<file path="src/rtl/dmem_access_ctrl.sv">
// dmem_access_ctrl
// Memory-stage load/store responder. A single-cycle LW/SW request from the
// decoder becomes a req/ack transaction on the data-memory bus. The pipeline
// is stalled until the transaction completes. Misaligned and contradictory
// requests are turned into an exception pulse without touching the bus.
//
// Optional feature macro: DMEM_TIMEOUT_EN
//   When defined, a REQ that sees no ack for TIMEOUT_CYC cycles is abandoned
//   and reported with exc_cause 11. When undefined, REQ waits indefinitely.
module dmem_access_ctrl #(
  parameter int ADDR_W      = 32,
  parameter int DATA_W      = 32,
  parameter int TIMEOUT_CYC = 255
) (
  input  logic              clk,
  input  logic              rst,
  input  logic              mem_read,
  input  logic              mem_write,
  input  logic [ADDR_W-1:0] addr,
  input  logic [DATA_W-1:0] wdata,
  output logic              stall,
  output logic [DATA_W-1:0] rdata,
  output logic              rd_valid,
  output logic              exc,
  output logic [1:0]        exc_cause,
  output logic              bus_req,
  output logic              bus_we,
  output logic [ADDR_W-1:0] bus_addr,
  output logic [DATA_W-1:0] bus_wdata,
  input  logic              bus_ack,
  input  logic [DATA_W-1:0] bus_rdata
);

  typedef enum logic [1:0] {
    IDLE = 2'b00,
    REQ  = 2'b01,
    DONE = 2'b10
  } state_t;

  localparam logic [1:0] CAUSE_NONE     = 2'b00;
  localparam logic [1:0] CAUSE_MISALIGN = 2'b01;
  localparam logic [1:0] CAUSE_CONFLICT = 2'b10;
  localparam logic [1:0] CAUSE_TIMEOUT  = 2'b11;

  state_t     state;
  state_t     next_state;
  logic [1:0] pend_cause;
  logic       pend_rd;

  logic req_any;
  logic conflict;
  logic misaligned;
  logic legal;
  logic timeout_hit;

  assign req_any    = mem_read | mem_write;
  assign conflict   = mem_read & mem_write;
  assign misaligned = (addr[1:0] != 2'b00);
  assign legal      = req_any & ~conflict & ~misaligned;

`ifdef DMEM_TIMEOUT_EN
  localparam int                CNT_W    = $clog2(TIMEOUT_CYC + 1);
  localparam logic [CNT_W-1:0]  CNT_LAST = CNT_W'(TIMEOUT_CYC - 1);

  logic [CNT_W-1:0] wait_cnt;

  // Counts REQ cycles without ack; held at zero outside REQ so every entry starts clean
  always_ff @(posedge clk) begin
    if (rst) begin
      wait_cnt <= '0;
    end else if (state != REQ) begin
      wait_cnt <= '0;
    end else if (!bus_ack) begin
      wait_cnt <= wait_cnt + CNT_W'(1);
    end
  end

  assign timeout_hit = (state == REQ) && !bus_ack && (wait_cnt == CNT_LAST);
`else
  logic unused_timeout_cfg;

  assign unused_timeout_cfg = (TIMEOUT_CYC != 0);
  assign timeout_hit        = 1'b0;
`endif

  // State register
  always_ff @(posedge clk) begin
    if (rst) begin
      state <= IDLE;
    end else begin
      state <= next_state;
    end
  end

  // Next-state decode and the combinational handshake/status outputs
  always_comb begin
    next_state = state;
    stall      = 1'b0;
    bus_req    = 1'b0;
    rd_valid   = 1'b0;
    exc        = 1'b0;
    exc_cause  = CAUSE_NONE;
    unique case (state)
      IDLE: begin
        stall = req_any;
        if (legal) begin
          next_state = REQ;
        end else if (req_any) begin
          next_state = DONE;
        end
      end
      REQ: begin
        stall   = 1'b1;
        bus_req = 1'b1;
        if (bus_ack || timeout_hit) begin
          next_state = DONE;
        end
      end
      DONE: begin
        rd_valid   = pend_rd;
        exc        = (pend_cause != CAUSE_NONE);
        exc_cause  = pend_cause;
        next_state = IDLE;
      end
      default: begin
        next_state = IDLE;
      end
    endcase
  end

  // Bus request registers, pending result flags and the load-data register
  always_ff @(posedge clk) begin
    if (rst) begin
      bus_we     <= 1'b0;
      bus_addr   <= '0;
      bus_wdata  <= '0;
      rdata      <= '0;
      pend_cause <= CAUSE_NONE;
      pend_rd    <= 1'b0;
    end else begin
      unique case (state)
        IDLE: begin
          pend_rd <= 1'b0;
          if (legal) begin
            bus_we     <= mem_write;
            bus_addr   <= {addr[ADDR_W-1:2], 2'b00};
            bus_wdata  <= wdata;
            pend_cause <= CAUSE_NONE;
          end else if (conflict) begin
            pend_cause <= CAUSE_CONFLICT;
          end else if (req_any) begin
            pend_cause <= CAUSE_MISALIGN;
          end else begin
            pend_cause <= CAUSE_NONE;
          end
        end
        REQ: begin
          if (bus_ack) begin
            if (!bus_we) begin
              rdata   <= bus_rdata;
              pend_rd <= 1'b1;
            end
          end else if (timeout_hit) begin
            pend_cause <= CAUSE_TIMEOUT;
          end
        end
        DONE: begin
          pend_cause <= CAUSE_NONE;
          pend_rd    <= 1'b0;
        end
        default: begin
          pend_cause <= CAUSE_NONE;
          pend_rd    <= 1'b0;
        end
      endcase
    end
  end

endmodule
</file>
<file path="config.mk">
export PLATFORM = sky130hd
export DESIGN_NAME = dmem_access_ctrl
export DESIGN_NICKNAME = d
export VERILOG_FILES = /design/src/rtl/dmem_access_ctrl.sv
export SDC_FILE = /design/constraint.sdc
export NUM_CORES = 1
export LEC_CHECK = 0
export ABC_AREA = 1
export CAP_MARGIN = 10
export CORE_MARGIN = 3
export CORE_UTILIZATION = 43
export CTS_CLUSTER_SIZE = 16
export DETAILED_ROUTE_END_ITERATION = 10
export PLACE_DENSITY = 0.95
export SLEW_MARGIN = 20
export SYNTH_ARGS = -nofsm -noshare
export SYNTH_HDL_FRONTEND = slang
export SYNTH_SLANG_ARGS = --single-unit
</file>
<file path="constraint.sdc">
create_clock -name clk -period 2.4 [get_ports clk]
set_input_delay 0.48 -clock clk [delete_from_list [all_inputs] [get_ports clk]]
set_output_delay 0.48 -clock clk [all_outputs]
set_load 0.02 [all_outputs]
</file>
# After elaboration in Yosys (flattened, before gate mapping)
# Cells that the tools add are included.
# totals
register_bits	100
input_bits	101
out_inout_bits	103
word_cells	40
# classes
n_eq_ne	4
n_mux	13
bitwise_logic	8
n_reduce_logical	8
# ops
cell	n
two-way mux 2 bit	6
one-hot mux 2 bit (2 select lines)	2
AND reduction 2 bit	3
two-way mux 1 bit	4
NOT 1 bit	4
nonzero test 2 bit	2
bitwise AND 1 bit	3
!= test 3 bit (second input constant)	1
AND reduction 3 bit	1
== test 2 x 1 -> 1 bit (second input constant)	1
== test 2 bit (second input constant)	1
zero test 2 bit	1
!= test 2 bit (second input constant)	1
one-hot mux 1 bit (2 select lines)	1
OR reduction 2 bit	1
OR 1 bit	1

# Depth between registers and ports, before layout
# logic_depth
depth_word	6
depth_mapped	7
depth_no_buf	6

# Worst setup path after synthesis
# Ideal clock, no wire load.
# synth_timing
path_type	input -> output
from	input port mem_read
to	output port stall
arrival_time_ps	1084
required_ps	1920
path_slack_ps	836
stages	3
n_path_buf	0
cell_sequence	inv_1 -> ha_1 -> a21oi_1
# synth_between
elab_chain_len	2
# synth_rtl
element	line	text
start: declaration	17	input logic mem_read,
OR 1 bit	56	assign req_any = mem_read | mem_write;
one-hot mux 1 bit (2 select lines)	103	unique case (state)
end: declaration	21	output logic stall,
# Every way passes these cells.

# Worst setup path in the final report
# layout_timing
from	input port mem_write
to	output port stall
# layout_between
elab_chain_len	2
# layout_rtl
element	line	text
start: declaration	18	input logic mem_write,
OR 1 bit	56	
one-hot mux 1 bit (2 select lines)	103	
# Every way passes these cells.

==> summary by stage <==
Timing
Setup repair after global routing left no endpoint under its margin. Between clock sinks in the finished design, the worst skew comes to 0.0121 ns. The number of pins with negative max-slew slack in the final report came to 0. The final number of hold-violating endpoints is 0. The worst slew margin relative to its limit is between 60 and 70%. The hold slack is roughly 0.48 ns. Setup violations remaining at the end of the flow were counted as 0.

The shortest period the worst path allows is 2.26 ns. After layout, the worst path uses 94.1% of the clock period. After routing, the total negative slack on setup checks comes to 0 ns. Static timing analysis puts the maximum clock frequency at about 0.44 GHz. The worst-margin pin slew is 0.528 ns.

Power and ir drop
Summing internal, switching and leakage power gives 3.55 mW. The analysis attributes to cell leakage a power of 2.83 nW. VDD sags by at most about 420 uV.

The power density over the cells is around 570 nW/um^2.

Synth
The post-synthesis cell type count is 21. In the synthesized netlist the dominant register cell turns out to be dfxtp_1. The number of warnings printed during yosys synthesis is 0. In the synthesized netlist, the number of instances is 584.

Yosys mapped a number of flops with a built-in enable equal to 0. By area the synthesized netlist is led by dfxtp_1 (50%), nor2_1 (19%), nand2_1 (12%), inv_1 (6.8%), o21ai_0 (4.0%). The mapped netlist covers just under 4000 sq um. The biggest area consumer among synthesized cells is dfxtp_1. The synthesized design contains 100 register bits. Counting flops with an async set or reset pin after synthesis yields a share of 0%. The sequential cell area fraction in the yosys report is approximately 50%. A synthesized cell averages 6.80 sq um.

The top cell type by area accounts for about half of the synthesized area.

Clock network
The TritonCTS clock tree is done. The clock passes through at most 2 buffers. The number of buffers inserted during clock tree synthesis is 9. The tree is rooted in a clkbuf_8. The clock tree synthesis step divided the H-tree into 3 levels.

Hold repair after CTS inserted 0 buffers. The clock sink count is 100. The clock transition at the registers of the reported paths is 0.10 ns. At the later pin of the worst-skew pair, clock insertion delay measures around 0.35 ns.

Drt
After detailed routing, the average wire length per cell comes to about 13 microns. The post-detailed-route via-to-cell ratio is 4.55. After detailed routing, the number of remaining DRC violations is 0.

The total detailed-routing wirelength is approximately 11 mm. The count of antenna-violating nets left after detailed routing is 0. The number of detailed-route iterations in the first pass is 4. The detailed router's first-iteration violation count is 66. For this block, the via count after detailed routing is between 4000 and 5000.

Flow run
The max capacitance violation total is 0.

Hold path
The worst hold path cell count is 2. The path class of the lowest-slack min-delay path is reg2reg.

Setup path
Of all nets on the critical path, the largest fanout is 3. The nature of the critical path endpoint is a primary output. The category of the critical setup timing path is in2out.

The worst reg-to-reg path cell count is 6. The kind of start point of the critical path is a primary input. The required time of the critical path is 1.92 ns. The arrival time reported for the critical path endpoint is between 1.5 and 2 ns.

Place
The count of input and output buffers is ~200. The HPWL after detailed placement is approximately 8.6 mm. At the end of routability-driven placement, the weighted congestion stood at roughly 0.80. The placed instances occupy a cell area of 6060 sq um.

Layout
The number of diodes is 0. The final core utilization is between 70% and 80%. Of the cells placed in the final design, the portion with a size suffix greater than 1 is under 10%. The filler cell count in the final layout is 680. The number of nets in the layout is around 880. The layout-stage area growth over the synthesis result is 57.5%. The final instance area is around 6200 sq um.

Global routing
The first global-routing pass estimated about 18 mm of wire. The maximum number of pins on one net before global-route repair is a little over 60. The via count of the first global-routing pass is just under 4000. Global routing used between 20% and 30% of the available tracks across all layers. The initial antenna violation count came to 0. For this run the aggregate overflow at the end of global routing stands at 0.

Floorplanning
The floorplan row count is 34. The core region is ~9000 sq um. The die outline area is between 10000 and 15000 sq um. The vertical extent of the die is between 100 and 150 microns.

In this run the count of I/O pins placed on the die edge is between 200 and 250. The width of the chip is approximately 100 microns. The initial core utilization is approximately 45%.

Outcome
The flow ran to the end, and the final reports show no timing, DRC or antenna violations.
==> cells by family after synthesis <==
logic type	share of synthesized area, %
AOI/OAI and AO/OA	4.67
adders and majority gates	0.630
and+or+nand+nor	32.9
DFF	50.4
buffers and inverters	11.3
other	0.0945
==> layout make-up <==
class	instances	area (sq um)	share of cell area [%]
well taps	108	135	2.16
multi-input cells	380	1530	24.5
repair buffers	209	2110	33.7
clock inverters	3	46.3	0.741
flip-flops and latches	100	2000	32.0
inverters	74	278	4.44
clock buffers	13	149	2.38
==> per-layer routing <==
layer	vias up	GRT usage, %	share of wire (%)
li1	2080	-	-
met1	1764	23.4	40
met5	-	0	0
met2	165	37.9	48
met3	23	7.17	9.8
met4	0	7.16	2.0
==> metrics by stage <==
| stage | setup slack [ns] | instances |
|---|---|---|
| 2_1_floorplan | 0.836 | 585 |
| 3_3_place_gp | -0.114 | 871 |
| 3_5_place_dp | -0.134 | 871 |
| 4_1_cts | 0.137 | 887 |
| 5_1_grt | 0.0588 | 887 |
| 6_report | 0.142 | 887 |
==> report_power, final <==
part           internal, mW  total (mW)  switching [mW]
Clock                 0.515        1.07           0.552
Sequential             1.74        1.78          0.0442
Combinational         0.359       0.697           0.337
Total                  2.61        3.55           0.933
==> Yosys cell counts, types with 2 or more instances <==
cell type	count
buf_2	9
a21oi_1	3
ha_1	2
inv_2	2
dfxtp_1	100
nand3_1	3
nor2_4	2
nand2_1	131
buf_4	9
o21ai_0	32
o21ai_1	2
nor2_1	199
inv_1	72
clkbuf_1	11
==> worst max-delay path, cell delays in order <==
cell	delay, ns
clkdlybuf4s50_1	0.50
inv_1	0.06
ha_1	0.21
a21oi_1	0.14
dlygate4sd2_1	0.38
==> worst paths after layout <==
check / startpoint / endpoint / slack, ns
min: pend_rd / pend_rd / 0.48
min reg2reg: pend_rd / pend_rd / 0.48
max reg2reg: state[0] / rdata[14] / 1.00
max: mem_write / stall / 0.14
==> sequential cells by signal, summed over array words and instances, names as in the netlist <==
name / count
bus_wdata: 32
pend_cause: 2
rdata: 32
bus_we: 1
bus_addr: 30
pend_rd: 1
state: 2
==> what timing repair did <==
action	CTS	global route
setup buffers	0	0
resized for setup	1	0
endpoints found under the setup margin	1	0
==> cell usage in the layout, fill, tap and decap left out, types with 2 or more instances in the layout <==
| cell type | n |
|---|---|
| a21oi_1 | 3 |
| nor2_1 | 199 |
| nand2_1 | 131 |
| clkbuf_8 | 10 |
| o21ai_1 | 2 |
| buf_4 | 5 |
| buf_12 | 3 |
| dfxtp_1 | 100 |
| clkdlybuf4s50_1 | 200 |
| nor2_4 | 2 |
| nand3_1 | 3 |
| inv_2 | 2 |
| o21ai_0 | 32 |
| conb_1 | 2 |
| inv_1 | 72 |
| ha_1 | 2 |
| clkbuf_1 | 3 |
Note: power is estimated with default switching activity, not from simulation.
